--- src/rtl/command_scheduler_pkg.sv ---
// Shared types for the NPU command scheduler: opcodes, unit indices, FSM states
// and the queued command record.
package command_scheduler_pkg;

  typedef enum logic [2:0] {
    OP_NOP    = 3'd0,
    OP_LOAD   = 3'd1,
    OP_STORE  = 3'd2,
    OP_MATMUL = 3'd3,
    OP_ACT    = 3'd4,
    OP_SYNC   = 3'd5,
    OP_RSVD   = 3'd6,
    OP_HALT   = 3'd7
  } opcode_e;

  localparam int unsigned UNIT_DMA  = 0;
  localparam int unsigned UNIT_MAC  = 1;
  localparam int unsigned UNIT_VEC  = 2;
  localparam int unsigned NUM_UNITS = 3;

  typedef enum logic [1:0] {
    ST_IDLE,
    ST_ISSUE,
    ST_SYNC_WAIT,
    ST_HALTED
  } state_e;

  typedef struct packed {
    opcode_e     opcode;
    logic [31:0] src_addr;
    logic [31:0] dst_addr;
    logic [31:0] param1;
    logic [31:0] param2;
  } cmd_t;

  // Non-unit opcodes map to DMA; callers only use the result for unit opcodes.
  function automatic logic [1:0] unit_of(opcode_e op);
    case (op)
      OP_MATMUL: return 2'(UNIT_MAC);
      OP_ACT:    return 2'(UNIT_VEC);
      default:   return 2'(UNIT_DMA);
    endcase
  endfunction

endpackage

--- src/rtl/command_scheduler_if.sv ---
// Command input and unit issue/completion bus of the scheduler.
interface command_scheduler_if;
  import command_scheduler_pkg::*;

  logic                 in_valid;
  logic                 in_ready;
  logic [2:0]           in_opcode;
  logic [31:0]          in_src_addr;
  logic [31:0]          in_dst_addr;
  logic [31:0]          in_param1;
  logic [31:0]          in_param2;
  logic [NUM_UNITS-1:0] unit_valid;
  logic [NUM_UNITS-1:0] unit_ready;
  logic [NUM_UNITS-1:0] unit_done;
  logic [31:0]          unit_src_addr;
  logic [31:0]          unit_dst_addr;
  logic [31:0]          unit_param1;
  logic [31:0]          unit_param2;
  logic                 unit_is_store;

  // Scheduler view
  modport slave (
    input  in_valid, in_opcode, in_src_addr, in_dst_addr, in_param1, in_param2,
    input  unit_ready, unit_done,
    output in_ready, unit_valid, unit_src_addr, unit_dst_addr, unit_param1,
    output unit_param2, unit_is_store
  );

  // Decoder and execution-unit view
  modport master (
    output in_valid, in_opcode, in_src_addr, in_dst_addr, in_param1, in_param2,
    output unit_ready, unit_done,
    input  in_ready, unit_valid, unit_src_addr, unit_dst_addr, unit_param1,
    input  unit_param2, unit_is_store
  );

endinterface

--- src/rtl/command_scheduler_cmd_queue.sv ---
// Synchronous FIFO holding decoded commands; caller never pushes when full
// nor pops when empty.
module cmd_queue #(
  parameter int unsigned DEPTH = 4,
  parameter int unsigned WIDTH = 131
) (
  input  logic                     clk,
  input  logic                     rst,
  input  logic                     push,
  input  logic [WIDTH-1:0]         din,
  input  logic                     pop,
  output logic [WIDTH-1:0]         dout,
  output logic                     full,
  output logic                     empty,
  output logic [$clog2(DEPTH):0]   level
);

  localparam int unsigned AW = $clog2(DEPTH);

  logic [WIDTH-1:0] mem [DEPTH];
  logic [AW-1:0]    wr_ptr;
  logic [AW-1:0]    rd_ptr;
  logic [AW:0]      count;

  always_ff @(posedge clk) begin
    if (push) mem[wr_ptr] <= din;
  end

  always_ff @(posedge clk) begin
    if (rst) begin
      wr_ptr <= '0;
      rd_ptr <= '0;
      count  <= '0;
    end else begin
      if (push) wr_ptr <= wr_ptr + AW'(1);
      if (pop)  rd_ptr <= rd_ptr + AW'(1);
      case ({push, pop})
        2'b10:   count <= count + (AW+1)'(1);
        2'b01:   count <= count - (AW+1)'(1);
        default: count <= count;
      endcase
    end
  end

  assign dout  = mem[rd_ptr];
  assign full  = (count == (AW+1)'(DEPTH));
  assign empty = (count == '0);
  assign level = count;

endmodule

--- src/rtl/command_scheduler.sv ---
// In-order NPU command scheduler: queues decoded commands, dispatches them to
// DMA / compute / vector units, tracks unit busy state, SYNC barriers and HALT.
module command_scheduler
  import command_scheduler_pkg::*;
#(
  parameter int unsigned QUEUE_DEPTH  = 4,
  parameter int unsigned SYNC_TIMEOUT = 1024
) (
  input  logic                         clk,
  input  logic                         rst,
  command_scheduler_if.slave           bus,
  input  logic                         resume,
  output logic                         busy,
  output logic                         halted,
  output logic [$clog2(QUEUE_DEPTH):0] queue_level,
  output logic                         err_illegal,
  output logic                         err_spurious,
  output logic                         err_timeout
);

  localparam int unsigned CW = $clog2(SYNC_TIMEOUT + 1);

  state_e               state, state_next;
  cmd_t                 q_din, q_dout;
  logic                 q_full, q_empty, push, pop;
  logic [NUM_UNITS-1:0] unit_busy, set_busy;
  logic [1:0]           issue_unit, target;
  logic                 issue, handshake, set_illegal, set_timeout;
  logic [CW-1:0]        sync_cnt;

  assign q_din = '{opcode:   opcode_e'(bus.in_opcode),
                   src_addr: bus.in_src_addr,
                   dst_addr: bus.in_dst_addr,
                   param1:   bus.in_param1,
                   param2:   bus.in_param2};

  assign bus.in_ready = !q_full && (state != ST_HALTED);
  assign push         = bus.in_valid && bus.in_ready;

  cmd_queue #(.DEPTH(QUEUE_DEPTH), .WIDTH($bits(cmd_t))) u_queue (
    .clk   (clk),
    .rst   (rst),
    .push  (push),
    .din   (q_din),
    .pop   (pop),
    .dout  (q_dout),
    .full  (q_full),
    .empty (q_empty),
    .level (queue_level)
  );

  always_ff @(posedge clk) begin
    if (rst) state <= ST_IDLE;
    else     state <= state_next;
  end

  always_comb begin
    state_next  = state;
    pop         = 1'b0;
    issue       = 1'b0;
    handshake   = 1'b0;
    set_illegal = 1'b0;
    set_timeout = 1'b0;
    issue_unit  = unit_of(q_dout.opcode);
    case (state)
      ST_IDLE: begin
        if (!q_empty) begin
          case (q_dout.opcode)
            OP_NOP: pop = 1'b1;
            OP_LOAD, OP_STORE, OP_MATMUL, OP_ACT: begin
              // Strict in-order: a busy target stalls the whole queue.
              if (!unit_busy[issue_unit]) begin
                pop        = 1'b1;
                issue      = 1'b1;
                state_next = ST_ISSUE;
              end
            end
            OP_SYNC: begin
              pop        = 1'b1;
              state_next = ST_SYNC_WAIT;
            end
            OP_HALT: begin
              pop        = 1'b1;
              state_next = ST_HALTED;
            end
            default: begin
              pop         = 1'b1;
              set_illegal = 1'b1;
            end
          endcase
        end
      end
      ST_ISSUE: begin
        if (bus.unit_ready[target]) begin
          handshake  = 1'b1;
          state_next = ST_IDLE;
        end
      end
      ST_SYNC_WAIT: begin
        if (unit_busy == '0) begin
          state_next = ST_IDLE;
        end else if (sync_cnt == CW'(SYNC_TIMEOUT - 1)) begin
          set_timeout = 1'b1;
          state_next  = ST_IDLE;
        end
      end
      ST_HALTED: begin
        if (resume) state_next = ST_IDLE;
      end
      default: state_next = ST_IDLE;
    endcase
  end

  // unit_valid is one-hot while issuing, so it doubles as the busy-set mask.
  assign set_busy = handshake ? bus.unit_valid : '0;

  always_ff @(posedge clk) begin
    if (rst) begin
      bus.unit_valid    <= '0;
      bus.unit_src_addr <= '0;
      bus.unit_dst_addr <= '0;
      bus.unit_param1   <= '0;
      bus.unit_param2   <= '0;
      bus.unit_is_store <= 1'b0;
      target            <= '0;
      unit_busy         <= '0;
      sync_cnt          <= '0;
      err_illegal       <= 1'b0;
      err_spurious      <= 1'b0;
      err_timeout       <= 1'b0;
    end else begin
      if (issue) begin
        target            <= issue_unit;
        bus.unit_valid    <= {{(NUM_UNITS-1){1'b0}}, 1'b1} << issue_unit;
        bus.unit_src_addr <= q_dout.src_addr;
        bus.unit_dst_addr <= q_dout.dst_addr;
        bus.unit_param1   <= q_dout.param1;
        bus.unit_param2   <= q_dout.param2;
        bus.unit_is_store <= (q_dout.opcode == OP_STORE);
      end else if (handshake) begin
        bus.unit_valid <= '0;
      end
      unit_busy <= (unit_busy & ~bus.unit_done) | set_busy;
      if ((bus.unit_done & ~unit_busy) != '0) err_spurious <= 1'b1;
      if (set_illegal) err_illegal <= 1'b1;
      if (set_timeout) err_timeout <= 1'b1;
      if (state == ST_SYNC_WAIT) sync_cnt <= sync_cnt + CW'(1);
      else                       sync_cnt <= '0;
    end
  end

  assign busy   = !q_empty || (unit_busy != '0) || (state == ST_ISSUE);
  assign halted = (state == ST_HALTED);

endmodule

--- src/flat_wrapper.sv ---
// flat-port wrapper written by rule: the top's interface ports become plain ports
module command_scheduler_flat import command_scheduler_pkg::*;
#(
  parameter int unsigned QUEUE_DEPTH  = 4,
  parameter int unsigned SYNC_TIMEOUT = 1024
)
  (clk, rst, resume, busy, halted, queue_level, err_illegal, err_spurious, err_timeout, bus_in_valid, bus_in_opcode, bus_in_src_addr, bus_in_dst_addr, bus_in_param1, bus_in_param2, bus_unit_ready, bus_unit_done, bus_in_ready, bus_unit_valid, bus_unit_src_addr, bus_unit_dst_addr, bus_unit_param1, bus_unit_param2, bus_unit_is_store);
  command_scheduler_if bus_i ();
  input  logic clk;
  input  logic rst;
  input  logic resume;
  output logic busy;
  output logic halted;
  output logic [$clog2(QUEUE_DEPTH):0] queue_level;
  output logic err_illegal;
  output logic err_spurious;
  output logic err_timeout;
  input wire logic [$bits(bus_i.in_valid)-1:0] bus_in_valid;
  input wire logic [$bits(bus_i.in_opcode)-1:0] bus_in_opcode;
  input wire logic [$bits(bus_i.in_src_addr)-1:0] bus_in_src_addr;
  input wire logic [$bits(bus_i.in_dst_addr)-1:0] bus_in_dst_addr;
  input wire logic [$bits(bus_i.in_param1)-1:0] bus_in_param1;
  input wire logic [$bits(bus_i.in_param2)-1:0] bus_in_param2;
  input wire logic [$bits(bus_i.unit_ready)-1:0] bus_unit_ready;
  input wire logic [$bits(bus_i.unit_done)-1:0] bus_unit_done;
  output wire logic [$bits(bus_i.in_ready)-1:0] bus_in_ready;
  output wire logic [$bits(bus_i.unit_valid)-1:0] bus_unit_valid;
  output wire logic [$bits(bus_i.unit_src_addr)-1:0] bus_unit_src_addr;
  output wire logic [$bits(bus_i.unit_dst_addr)-1:0] bus_unit_dst_addr;
  output wire logic [$bits(bus_i.unit_param1)-1:0] bus_unit_param1;
  output wire logic [$bits(bus_i.unit_param2)-1:0] bus_unit_param2;
  output wire logic [$bits(bus_i.unit_is_store)-1:0] bus_unit_is_store;
  assign bus_i.in_valid = bus_in_valid;
  assign bus_i.in_opcode = bus_in_opcode;
  assign bus_i.in_src_addr = bus_in_src_addr;
  assign bus_i.in_dst_addr = bus_in_dst_addr;
  assign bus_i.in_param1 = bus_in_param1;
  assign bus_i.in_param2 = bus_in_param2;
  assign bus_i.unit_ready = bus_unit_ready;
  assign bus_i.unit_done = bus_unit_done;
  assign bus_in_ready = bus_i.in_ready;
  assign bus_unit_valid = bus_i.unit_valid;
  assign bus_unit_src_addr = bus_i.unit_src_addr;
  assign bus_unit_dst_addr = bus_i.unit_dst_addr;
  assign bus_unit_param1 = bus_i.unit_param1;
  assign bus_unit_param2 = bus_i.unit_param2;
  assign bus_unit_is_store = bus_i.unit_is_store;
  command_scheduler #(.QUEUE_DEPTH(QUEUE_DEPTH), .SYNC_TIMEOUT(SYNC_TIMEOUT)) u_core (.clk(clk), .rst(rst), .bus(bus_i), .resume(resume), .busy(busy), .halted(halted), .queue_level(queue_level), .err_illegal(err_illegal), .err_spurious(err_spurious), .err_timeout(err_timeout));
endmodule
--- config.mk ---
export PLATFORM = sky130hd
export DESIGN_NAME = command_scheduler_flat
export DESIGN_NICKNAME = d
export VERILOG_FILES = /design/src/rtl/command_scheduler_pkg.sv /design/src/rtl/command_scheduler_if.sv /design/src/rtl/command_scheduler_cmd_queue.sv /design/src/rtl/command_scheduler.sv /design/src/flat_wrapper.sv
export SDC_FILE = /design/constraint.sdc
export NUM_CORES = 1
export LEC_CHECK = 0
export CELL_PAD_IN_SITES_DETAIL_PLACEMENT = 0
export CELL_PAD_IN_SITES_GLOBAL_PLACEMENT = 1
export CORE_ASPECT_RATIO = 0.7
export CORE_MARGIN = 2
export CORE_UTILIZATION = 48
export DETAILED_ROUTE_END_ITERATION = 8
export PLACE_DENSITY = 0.8
export SETUP_SLACK_MARGIN = 0.3
export SYNTH_ARGS = -nofsm -noshare
export SYNTH_HDL_FRONTEND = slang
export SYNTH_SLANG_ARGS = --single-unit
--- constraint.sdc ---
create_clock -name clk -period 6.6 [get_ports clk]
set_input_delay 1.98 -clock clk [delete_from_list [all_inputs] [get_ports clk]]
set_output_delay 1.98 -clock clk [all_outputs]
set_load 0.005 [all_outputs]
==> summary.md, run 1 <==
| Metric | Value |
|---|---|
| Status | complete, no violations |
| Vias/cell | 5.357 |
| Pre-CTS setup slack | 1969 ps |
| Crit share post-route | 63.85% |
| Setup Skew | 22.53 ps |
| Total Wirelength | 52.51 mm |
| Mapped Area | 0.02548 mm2 |
| Worst hold path class | reg -> reg |
| Rows | 70 |
| GP Congestion | 0.7617 |
| Cell variety after synth | 44 |
| Number of post-CTS setup repair buffers | 0 |
| Critical Path End Type | primary output |
| Die Wd | 279.4 um |
| Nets | 1871 |
| Total power | 12.74 mW |
| Initial DRC count | 1008 |
| Largest area contributor in the netlist | edfxtp_1 |
| Final number of hold-violating endpoints | 0 |
| Tot GR Track Use | 19.27% |
| Cell count after synthesis | 1430 |
| R2R setup slack | 3160 ps |
| Cells on worst reg2reg path | 10 |
| Worst Hold End | u_core.sync_cnt[0] |
| CP arrival | 2230 ps |
| Initial antenna violation count | 8 |
| Startpoint types | flop |
| Critical Setup Path Class | reg -> out |
| Worst-Skew Late Latency | 600 ps |
| Commonest register cell after synthesis | edfxtp_1 |
| Hold Path Depth | 1 |
| Sequential share of the synthesized area | 74.48% |
| RSZ-0062 raised after global routing | no |
| Port-buffer cells | 281 |
| Tightest Pin Transition | 998.7 ps |
| Post-route minimum period | 4214 ps |
| Max_slew headroom | 33.42% |
| First-pass GRT wire length | 79.92 mm |
| Cts hold-fix bufs | 0 |
| FF-to-FF End | u_core.u_queue.level[2] |
| Die Y | 196.8 um |
| Slew Viols, Final | 0 |
| Synth area leaders | edfxtp_1 (62%), dfxtp_1 (13%), mux4_2 (12%) |
| Vias | 13215 |
| Peak supply drop | 0.2698 mV |
| Clock sink count | 686 |
| DRT Pass-1 Iters | 7 |
| Critical path peak fanout | 8 |
| YS warnings | 0 |
| Worst Path Required | 4620 ps |
| Fmax | 237.3 MHz |
| Synth Register Bits | 686 |
| I/O pin count | 282 |
| Core area | 0.05238 mm2 |
| Clock tree buffer depth | 3 |
| Pin count of the biggest net entering global routing | 121 |
| Yosys top cell area share | 61.75% |
| Total CTS buffers | 67 |
| Grt total ovfl | 0 |
| Synthesized area per cell | 17.82 um2 |
| DRC Markers | 0 |
| Starting Density | 48.65% |
| PwrDens | 406.6 mW/mm2 |
| Clk root buf | clkbuf_16 |
| DP HPWL | 30.89 mm |
| Number of synthesized flops with an enable pin | 524 |
| Async set or reset register ratio after synthesis | 0% |
| Clock-pin slew on the worst setup and hold paths | 60 ps |
| CTS H-tree depth | 3 |
| Syn Nets | 1578 |
| Setup WS post-layout | 2386 ps |
| Area growth, synth to finish | 22.94% |
| HP Start | u_core.sync_cnt[0] |
| Number of max-cap violations | 0 |
| CTS tree | yes |
| ANT nets after route | 0 |
| Final setup violating endpoints | 0 |
| Cts repair resizes | 0 |
| Vias in the first global route | 13476 |
| Layout cells sized above 1 | 14.90% |
| Routed wire per std cell | 21.29 um |
| Leakage | 10.94 nW |
| Die area | 0.05497 mm2 |
| TNS Setup | 0 ps |
==> synthesized netlist by cell type, types with 2 or more instances <==
cell,number
inv_1,14
nor2b_1,7
nand3_1,7
nand2_1,267
nand2b_1,4
mux2_2,3
nor3_1,5
o21ai_0,5
nand4_1,4
edfxtp_1,524
nor2_1,29
xor2_1,6
or3_1,3
mux4_2,131
buf_2,9
mux2i_1,133
and2_1,2
a21oi_1,10
and3_1,5
dfxtp_1,162
a2bb2oi_1,2
buf_1,10
o211ai_1,2
buf_6,9
xnor2_1,6
ha_1,6
clkbuf_1,46
a31oi_1,3
==> final cells by class <==
class	count	area, um2
flip-flops and latches	686	18990
well taps	684	855.8
repair buffers	299	3023
multi-input cells	654	6110
inverters	15	63.81
clock inverters	41	456.7
fillers	3879	21050
diodes	5	12.51
clock buffers	83	1819
==> layer usage <==
layer  track usage [%]  vias up  wire length (um)
met5                 0        -                 0
met4             4.357        0               955
met3             4.540       72              3054
met2             30.84      326             25290
met1             27.17     6758             23220
li1                  -     6059                 -
==> state kept, by name, indices dropped and copies added (netlist names), 2 cells and up, named ones only <==
signal and cells:
u_core.bus.unit_param1 32, u_core.bus.unit_valid 3, u_core.state 2, u_core.u_queue.level 3, u_core.u_queue.mem 524, u_core.unit_busy 3
u_core.u_queue.wr_ptr 2, u_core.u_queue.rd_ptr 2, u_core.sync_cnt 11, u_core.bus.unit_param2 32, u_core.bus.unit_dst_addr 32, u_core.target 2
u_core.bus.unit_src_addr 32
==> critical path: stages (launching register included) <==
cell and delay [ps]:
dfxtp_1 370, and2_1 220, a31oi_1 440, clkdlybuf4s50_1 610
==> kinds of logic after synthesis <==
family / share of synthesized area [%]
buffers and inverters: 1.650
muxes: 16.94
DFF: 74.48
and+or+nand+nor: 5.333
adders and majority gates: 0.3732
AOI/OAI and AO/OA: 0.8152
xor gates and xnor gates: 0.4125
==> per-stage QoR <==
step                      hold slack [ps]  std cells  instance area, um2  utilization [%]
after floorplan                     417.5       1430               25480                -
after global placement              431.6       2338               29040            55.44
after detailed placement            448.2       2338               29040            55.44
after CTS                           458.4       2462               31310            59.79
after global routing                478.8       2463               31320            59.79
final                               454.3       2467               31330            59.81
==> power breakdown <==
part / switching [mW] / internal, mW / leakage [nW]
registers: 0.316 / 5.40 / 6.13
clock network: 1.60 / 2.33 / 1.12
logic: 1.44 / 1.66 / 3.70
total: 3.35 / 9.39 / 10.9
==> how the worst max path moves through the flow <==
| stage | from | endpoint | cells after the start |
|---|---|---|---|
| global placement | rst | u_core.bus.unit_param2[3] | 5 |
| floorplan | bus_in_valid | u_core.u_queue.mem[0][0] | 1 |
| CTS | u_core.state[0] | bus_in_ready | 3 |
| detailed placement | rst | u_core.bus.unit_param2[1] | 5 |
| finish | u_core.state[0] | bus_in_ready | 3 |
| global route | u_core.u_queue.level[0] | bus_in_ready | 3 |
==> placed cells by master (no fill, tap or decap), types with 2 or more instances in the layout <==
master,Yosys,final
buf_4,1,12
and2_1,2,2
dfxtp_1,162,160
inv_6,0,5
clkinv_2,0,13
inv_1,14,14
mux2i_1,133,133
a2bb2oi_1,2,2
nand2_1,267,267
xnor2_1,6,6
xor2_1,6,6
nand2b_1,4,4
mux2_2,3,3
clkinv_1,1,10
nand4_1,4,4
clkbuf_16,0,69
or3_1,3,3
a31oi_1,3,3
clkinvlp_4,0,2
dfxtp_4,0,2
clkbuf_1,46,10
a21oi_1,10,10
buf_12,0,6
o211ai_1,2,2
bufinv_16,0,9
clkdlybuf4s50_1,0,281
nor3_1,5,5
mux4_2,131,131
nor2b_1,7,7
edfxtp_1,524,524
clkbuf_8,0,4
ha_1,6,6
and3_4,0,4
diode_2,0,5
nor2_1,29,29
o21ai_0,5,5
nand3_1,7,7
(Power assumes the default switching activity.)
==> run 2, diff against run 1 <==
--- a/config.mk
+++ b/config.mk
@@ -9,9 +9,9 @@
 export CELL_PAD_IN_SITES_GLOBAL_PLACEMENT = 1
 export CORE_ASPECT_RATIO = 0.7
 export CORE_MARGIN = 2
-export CORE_UTILIZATION = 48
+export CORE_UTILIZATION = 43
 export DETAILED_ROUTE_END_ITERATION = 8
-export PLACE_DENSITY = 0.8
+export PLACE_DENSITY = 0.76
 export SETUP_SLACK_MARGIN = 0.3
 export SYNTH_ARGS = -nofsm -noshare
 export SYNTH_HDL_FRONTEND = slang
==> constraint.sdc (replaced) <==
create_clock -name clk -period 3.48 [get_ports clk]
set_input_delay 1.044 -clock clk [delete_from_list [all_inputs] [get_ports clk]]
set_output_delay 1.044 -clock clk [all_outputs]
set_load 0.005 [all_outputs]
==> run 2 against run 1 <==
  * Cell area is 1.9% higher
  * Critical path type unchanged
  * Via count is 1.1% higher
  * Core utilization is 5.2 points lower
  * Highest routed layer is now met5
  * Critical endpoint unchanged
==> summary.md, run 2 (synthesis gave the netlist of run 1 again) <==
| Metric | Value |
|---|---|
| Total CTS buffers | 67 (unchanged) |
| Cell Chain, Critical Path | and2_1 > a31oi_2 > clkdlybuf4s50_1 |
| CTS H-tree depth | 3 (unchanged) |
| Fmax | 324.9 MHz |
| Tightest Pin Transition | 952.2 ps (-46.48 ps) |
| Total power | 23.81 mW (+87%) |
| CP peak stage delay | 570 ps (-40 ps) |
| Initial antenna violation count | 5 (-3) |
| FF-to-FF End | u_core.u_queue.level[2] |
| Final number of hold-violating endpoints | 0 (unchanged) |
| Worst-Skew Late Latency | 580 ps (-20 ps) |
| ANT nets after route | 0 (unchanged) |
| DRT Pass-1 Iters | 4 (-3) |
| Final setup violating endpoints | 0 (unchanged) |
| CP arrival | 2030 ps (-200 ps) |
| Post-route minimum period | 3078 ps |
| Critical Path End Type | primary output |
| Total Wirelength | 53.17 mm (+1.2%) |
| TNS Setup | 0 ps (unchanged) |
| Leakage | 11.19 nW (+2.2%) |
| Max_slew headroom | 35.93% (+2.5 points) |
| I/O pin count | 282 (unchanged) |
| RSZ-0062 raised after global routing | no |
| Slowest-stage cell, CP | clkdlybuf4s50_1 |
| Max reg flops | 524 (unchanged) |
| Die area | 0.06125 mm2 (+11%) |
| Clock sink count | 686 (unchanged) |
| DRC Markers | 0 (unchanged) |
| PwrDens | 746.1 mW/mm2 (+83%) |
| Nets | 1921 (+2.7%) |
| Post-Layout Cell Count | 2628 (+6.5%) |
| Cells on worst reg2reg path | 10 (unchanged) |
| Most common library cell in the layout ignoring fill and taps | edfxtp_1 |
| Post-Route Utilization | 54.63% (-5.2 points) |
| Number of max-cap violations | 0 (unchanged) |
| CTS tree | yes |
| Startpoint types | flop |
| Biggest register | u_core.u_queue.mem |
| Storage cell area | 0.01899 mm2 (unchanged) |
| Number of post-CTS setup repair buffers | 0 (unchanged) |
| Worst Path Required | 2440 ps (-2180 ps) |
| Critical path peak fanout | 8 (unchanged) |
| Worst hold path class | reg -> reg |
| Pin count of the biggest net entering global routing | 100 (-17%) |
| Vias | 13354 (+1.1%) |
| Area growth, synth to finish | 25.25% |
| Starting Density | 43.61% (-5.0 points) |
| Die Y | 207.7 um (+5.5%) |
| Commonest non-fill, non-tap cells in the layout | edfxtp_1 (524), clkdlybuf4s50_1 (281), nand2_1 (267) |
| GP Congestion | 0.7615 (about the same) |
| Status | complete, no violations |
| R2R setup slack | 550 ps (-2610 ps) |
| Tot GR Track Use | 17.69% (-1.6 points) |
| Worst Setup SP | u_core.state[0] |
| Crit share post-route | 88.45% |
| Clock-pin slew on the worst setup and hold paths | 60 ps (about the same) |
| Grt total ovfl | 0 (unchanged) |
| Setup Skew | 19.60 ps (-2.935 ps) |
| Rows | 74 (+5.7%) |
| Clock tree buffer depth | 3 (unchanged) |
| Die Wd | 295.0 um (+5.6%) |
| Dpl cells | 2502 (+7.0%) |
| Vias in the first global route | 13751 (+2.0%) |
| Peak supply drop | 0.5600 mV (+110%) |
| Fill count | 4527 (+17%) |
| Routed wire per std cell | 20.23 um (-5.0%) |
| Port-buffer cells | 281 (unchanged) |
| Clk root buf | clkbuf_16 |
| DP HPWL | 32.97 mm (+6.8%) |
| Vias/cell | 5.081 (-5.1%) |
| Core area | 0.05842 mm2 (+12%) |
| Initial DRC count | 816 (-19%) |
| Critical Setup Path Class | reg -> out |
| Cts hold-fix bufs | 0 (unchanged) |
| Layout cells sized above 1 | 16.77% (+1.9 points) |
| Area occupied by multi-input gates | 0.006123 mm2 (+0.23%) |
| First-pass GRT wire length | 82.51 mm (+3.2%) |
| Worst setup endpoint | bus_in_ready |
| Slew Viols, Final | 0 (unchanged) |
[run 2: cell count changes in the layout (fill, tap and decap cells not counted), moves of 2 or more]
cell        change
buf_12         +20
buf_4          +30
bufinv_16       -9
clkbuf_1       +11
clkbuf_16       +2
clkbuf_8        +5
clkinv_1        -3
clkinv_2        -3
clkinvlp_4      -2
inv_6           -3
[run 2: routing by layer]
| metal | vias to the layer above | routed length (um) | track usage, % |
|---|---|---|---|
| met3 | 90 | 3203 | 4.229 |
| li1 | 6144 | - | - |
| met1 | 6783 | 23880 | 24.97 |
| met5 | - | 25 | 0 |
| met4 | 4 | 1299 | 5.172 |
| met2 | 333 | 24770 | 27.43 |
[run 2: worst max-delay path, delay by kind of cell, from the launching register on]
kind / cells / cell delay (ps)
flops: 1 / 360
buf+inv: 1 / 570
simple gates: 1 / 210
compound gates: 1 / 310
[run 2: worst min-delay path by stage]
stage	depth (start not counted)	startpoint	end	slack [ps]
detailed placement	1	u_core.sync_cnt[0]	u_core.sync_cnt[0]	440
global placement	1	u_core.sync_cnt[0]	u_core.sync_cnt[0]	430
floorplan	1	u_core.sync_cnt[0]	u_core.sync_cnt[0]	420
CTS	1	u_core.sync_cnt[0]	u_core.sync_cnt[0]	450
global route	1	u_core.sync_cnt[0]	u_core.sync_cnt[0]	460
finish	1	u_core.sync_cnt[0]	u_core.sync_cnt[0]	450
[run 2: repair_timing]
item / 4_1_cts / 5_1_grt
gates cloned: 0 / 0
setup endpoints to repair: 1 / 1
resized for setup: 1 / 1
[run 2: where the power goes]
group          internal (mW)  switching (mW)  total, mW
logic                   3.33            2.83       6.16
registers               10.2           0.549       10.8
clock network           3.94            2.93       6.86
[run 2: per-stage QoR]
stage               hold WS, ps  setup WS [ps]  cell area (um2)
global route              463.2          300.3            31900
global placement          427.0          361.2            29810
CTS                       449.0          355.5            31890
finish                    447.0          401.9            31910
floorplan                 417.5          367.4            25490
detailed placement        438.2          399.2            29810
[run 2: layout make-up]
type / instances / share of cell area [%]
sequential: 686 / 59.49
multi-input combinational: 654 / 19.19
timing repair buffer: 349 / 11.43
clock buffer: 101 / 6.202
tap: 798 / 3.129
clock inverter: 20 / 0.3215
inverter: 15 / 0.1999
antenna: 5 / 0.03920
==> run 3, diff against run 2 <==
--- a/config.mk
+++ b/config.mk
@@ -9,9 +9,11 @@
 export CELL_PAD_IN_SITES_GLOBAL_PLACEMENT = 1
 export CORE_ASPECT_RATIO = 0.7
 export CORE_MARGIN = 2
-export CORE_UTILIZATION = 43
+export CORE_UTILIZATION = 25
+export CTS_BUF_LIST = sky130_fd_sc_hd__clkbuf_4 sky130_fd_sc_hd__clkbuf_8
 export DETAILED_ROUTE_END_ITERATION = 8
-export PLACE_DENSITY = 0.76
+export PLACE_DENSITY = 0.5
+export RECOVER_POWER = 100
 export SETUP_SLACK_MARGIN = 0.3
 export SYNTH_ARGS = -nofsm -noshare
 export SYNTH_HDL_FRONTEND = slang
==> run 3 against run 2 <==
  * The flow now finishes with violations (capacitance limit, slew limit)
  * Clock skew is 21 ps higher
  * Combinational power is 2% lower
  * Register-to-register slack worse by 230 ps
  * Non-clock buffer count is 15 lower
  * Count of clock-buffer cells in the layout is 71 higher
  * Worst hold slack worse by 5.8 ps
  * Critical path type is now in -> reg
  * Largest power group unchanged
==> summary.md, run 3 (synthesis gave the netlist of run 1 again) <==
| Metric | Value |
|---|---|
| Status | finished with violations |
| Failing checks | capacitance limit, slew limit |
| Leakage | 11.79 nW (+5.4%) |
| Worst hold path class | reg -> reg |
| Critical Path End Type | flop |
| Biggest register | u_core.u_queue.mem |
| Storage cell area | 0.01899 mm2 (unchanged) |
| TNS Setup | 0 ps (unchanged) |
| Slowest-stage cell, CP | clkinvlp_2 |
| Reg power frac | 44.3% (-1.0 points) |
| Final number of hold-violating endpoints | 0 (unchanged) |
| GP Congestion | 0.7036 (-7.6%) |
| DRT Pass-1 Iters | 5 (+1) |
| Pin count of the biggest net entering global routing | 75 (-25%) |
| CTS H-tree depth | 3 (unchanged) |
| I/O pin count | 282 (unchanged) |
| CTS tree | yes |
| Max_slew headroom | -23.42% (-59 points) |
| Die area | 0.1045 mm2 (+71%) |
| Dpl cells | 3024 (+21%) |
| Final setup violating endpoints | 0 (unchanged) |
| Total Wirelength | 64.08 mm (+21%) |
| Worst Hold End | u_core.sync_cnt[0] |
| Crit share post-route | 92.34% (+3.9 points) |
| CP top delay family | buffers and inverters |
| Grt total ovfl | 0 (unchanged) |
| Switching power | 6.832 mW (+8.4%) |
| ANT nets after route | 0 (unchanged) |
| Slew Viols, Final | 110 (+110) |
| Tightest Pin Transition | 1851 ps (+899.1 ps) |
| Worst-Skew Late Latency | 770 ps (+190 ps) |
| Core area | 0.1005 mm2 (+72%) |
| Clk root buf | clkbuf_8 |
| Setup Skew | 40.51 ps (+20.91 ps) |
| Clock sink count | 686 (unchanged) |
| Nets | 1950 (+1.5%) |
| CP arrival | 3850 ps (+1820 ps) |
| Starting Density | 25.36% (-18 points) |
| Fill count | 9822 (+120%) |
| Vias in the first global route | 14792 (+7.6%) |
| Rows | 97 (+31%) |
| First-pass GRT wire length | 95.30 mm (+15%) |
| Hold Path Depth | 1 (unchanged) |
| Area growth, synth to finish | 28.31% |
| CP peak stage delay | 1010 ps (+440 ps) |
| Max reg flops | 524 (unchanged) |
| Post-route minimum period | 3214 ps (+135.4 ps) |
| Worst Path Required | 4120 ps (+1680 ps) |
| Peak supply drop | 0.2744 mV (-51%) |
| Vias | 13712 (+2.7%) |
| Clock-pin slew on the worst setup and hold paths | 60 ps (about the same) |
| Critical path peak fanout | 47 (+39) |
| Number of max-cap violations | 2 (+2) |
| Clock share of power | 30.9% (+2.1 points) |
| Cells on worst reg2reg path | 10 (unchanged) |
| Fmax | 311.2 MHz (-4.2%) |
| Total CTS buffers | 111 (+66%) |
| Initial antenna violation count | 29 (+24) |
| Initial DRC count | 673 (-18%) |
| Die Y | 271.1 um (+31%) |
| Port-buffer cells | 281 (unchanged) |
| DRC Markers | 0 (unchanged) |
| Internal Power | 17.53 mW (+0.12%) |
| Post-Layout Cell Count | 3240 (+23%) |
| Switching share of power | 28.04% (+1.6 points) |
| Startpoint types | input pin |
| CP Buf/Inv Count | 4 (+3) |
| PwrDens | 745.2 mW/mm2 (-0.13%) |
| Vias/cell | 4.232 (-17%) |
| R2R setup slack | 320 ps (-230 ps) |
| Cell Chain, Critical Path | dlygate4sd3_1 > clkinvlp_2 > buf_4 > buf_12 > nand2_1 > mux2i_1 |
| Clock tree buffer depth | 3 (unchanged) |
| Area occupied by multi-input gates | 0.006116 mm2 (-0.12%) |
| Most common library cell in the layout ignoring fill and taps | edfxtp_1 |
| Routed wire per std cell | 19.78 um (-2.2%) |
| Layout cells sized above 1 | 19.72% (+2.9 points) |
| HP Start | u_core.sync_cnt[0] |
| Critical Setup Path Class | in -> reg |
| Tot GR Track Use | 12.33% (-5.4 points) |
| RSZ-0062 raised after global routing | no |
| DP HPWL | 39.43 mm (+20%) |
| Die Wd | 385.6 um (+31%) |
| Logic gate share of total power | 24.8% (-1.1 points) |
| FF-to-FF End | u_core.u_queue.level[2] |
| Commonest non-fill, non-tap cells in the layout | edfxtp_1 (524), dlygate4sd3_1 (269), nand2_1 (267) |
-- run 3: changes by cell type in the layout (fill, tap and decap cells not counted), sizes merged --
cell / change
clkdlybuf4s50: -271
dlygate4sd3: +269
clkbuf: +88
buf: -33
bufinv: +6
clkinv: +4
clkinvlp: +3
inv: +3
diode: +2
dlygate4sd2: +2
dlymetal6s2s: +1
-- run 3: how the worst max path moves through the flow --
stage | startpoint | to | slack, ps | cells past startpoint
after CTS | u_core.state[1] | halted | 370 | 2
after detailed placement | bus_in_valid | u_core.u_queue.level[2] | 370 | 9
after global routing | u_core.unit_busy[1] | busy | 180 | 3
after global placement | bus_in_valid | u_core.u_queue.level[2] | 310 | 9
final | rst | u_core.bus.unit_dst_addr[7] | 270 | 6
after floorplan | bus_in_valid | u_core.u_queue.mem[0][0] | 370 | 1
-- run 3: cell type report --
type | count | area share (%)
Antenna cell | 7 | 0.05358
Clock buffer | 172 | 6.341
Clock inverter | 36 | 1.068
Inverter | 15 | 0.1760
Multi-Input combinational cell | 654 | 18.71
Sequential cell | 686 | 58.07
Tap cell | 1336 | 5.113
Timing Repair Buffer | 334 | 10.47
-- run 3: routing by layer --
layer	wire length [um]	share of wire, %	up-vias	GRT usage (%)
met5	165	0.26	-	0
met4	1258	2.0	26	3.348
met3	4335	6.8	133	4.453
met2	29130	45	306	18.98
met1	29190	46	7026	16.36
li1	-	-	6221	-
-- run 3: power groups by stage --
stage	combinational (mW)	clock, mW	sequential (mW)
6_report	6.05	7.53	10.8
5_1_grt	6.61	8.22	10.9
4_1_cts	6.63	7.88	10.8
3_5_place_dp	6.59	0	11.0
3_3_place_gp	6.57	0	10.9
2_1_floorplan	3.54	0	10.9
-- run 3: per-stage QoR --
step	area (um2)	power [mW]	hold WS, ps	setup WS (ps)	util (%)
final	32690	24.36	441.2	266.5	32.53
after global routing	32690	25.77	461.1	175.9	32.53
after CTS	32920	25.34	447.3	368.9	32.76
after detailed placement	30450	17.58	438.0	372.8	30.30
after global placement	30450	17.51	431.6	314.2	30.30
after floorplan	25490	14.45	417.5	367.4	-
-- run 3: what timing repair did --
item                       CTS  global route
buffers inserted             1             0
setup endpoints to repair    2             0
hold buffers                 0             0
gates resized for setup     12             0
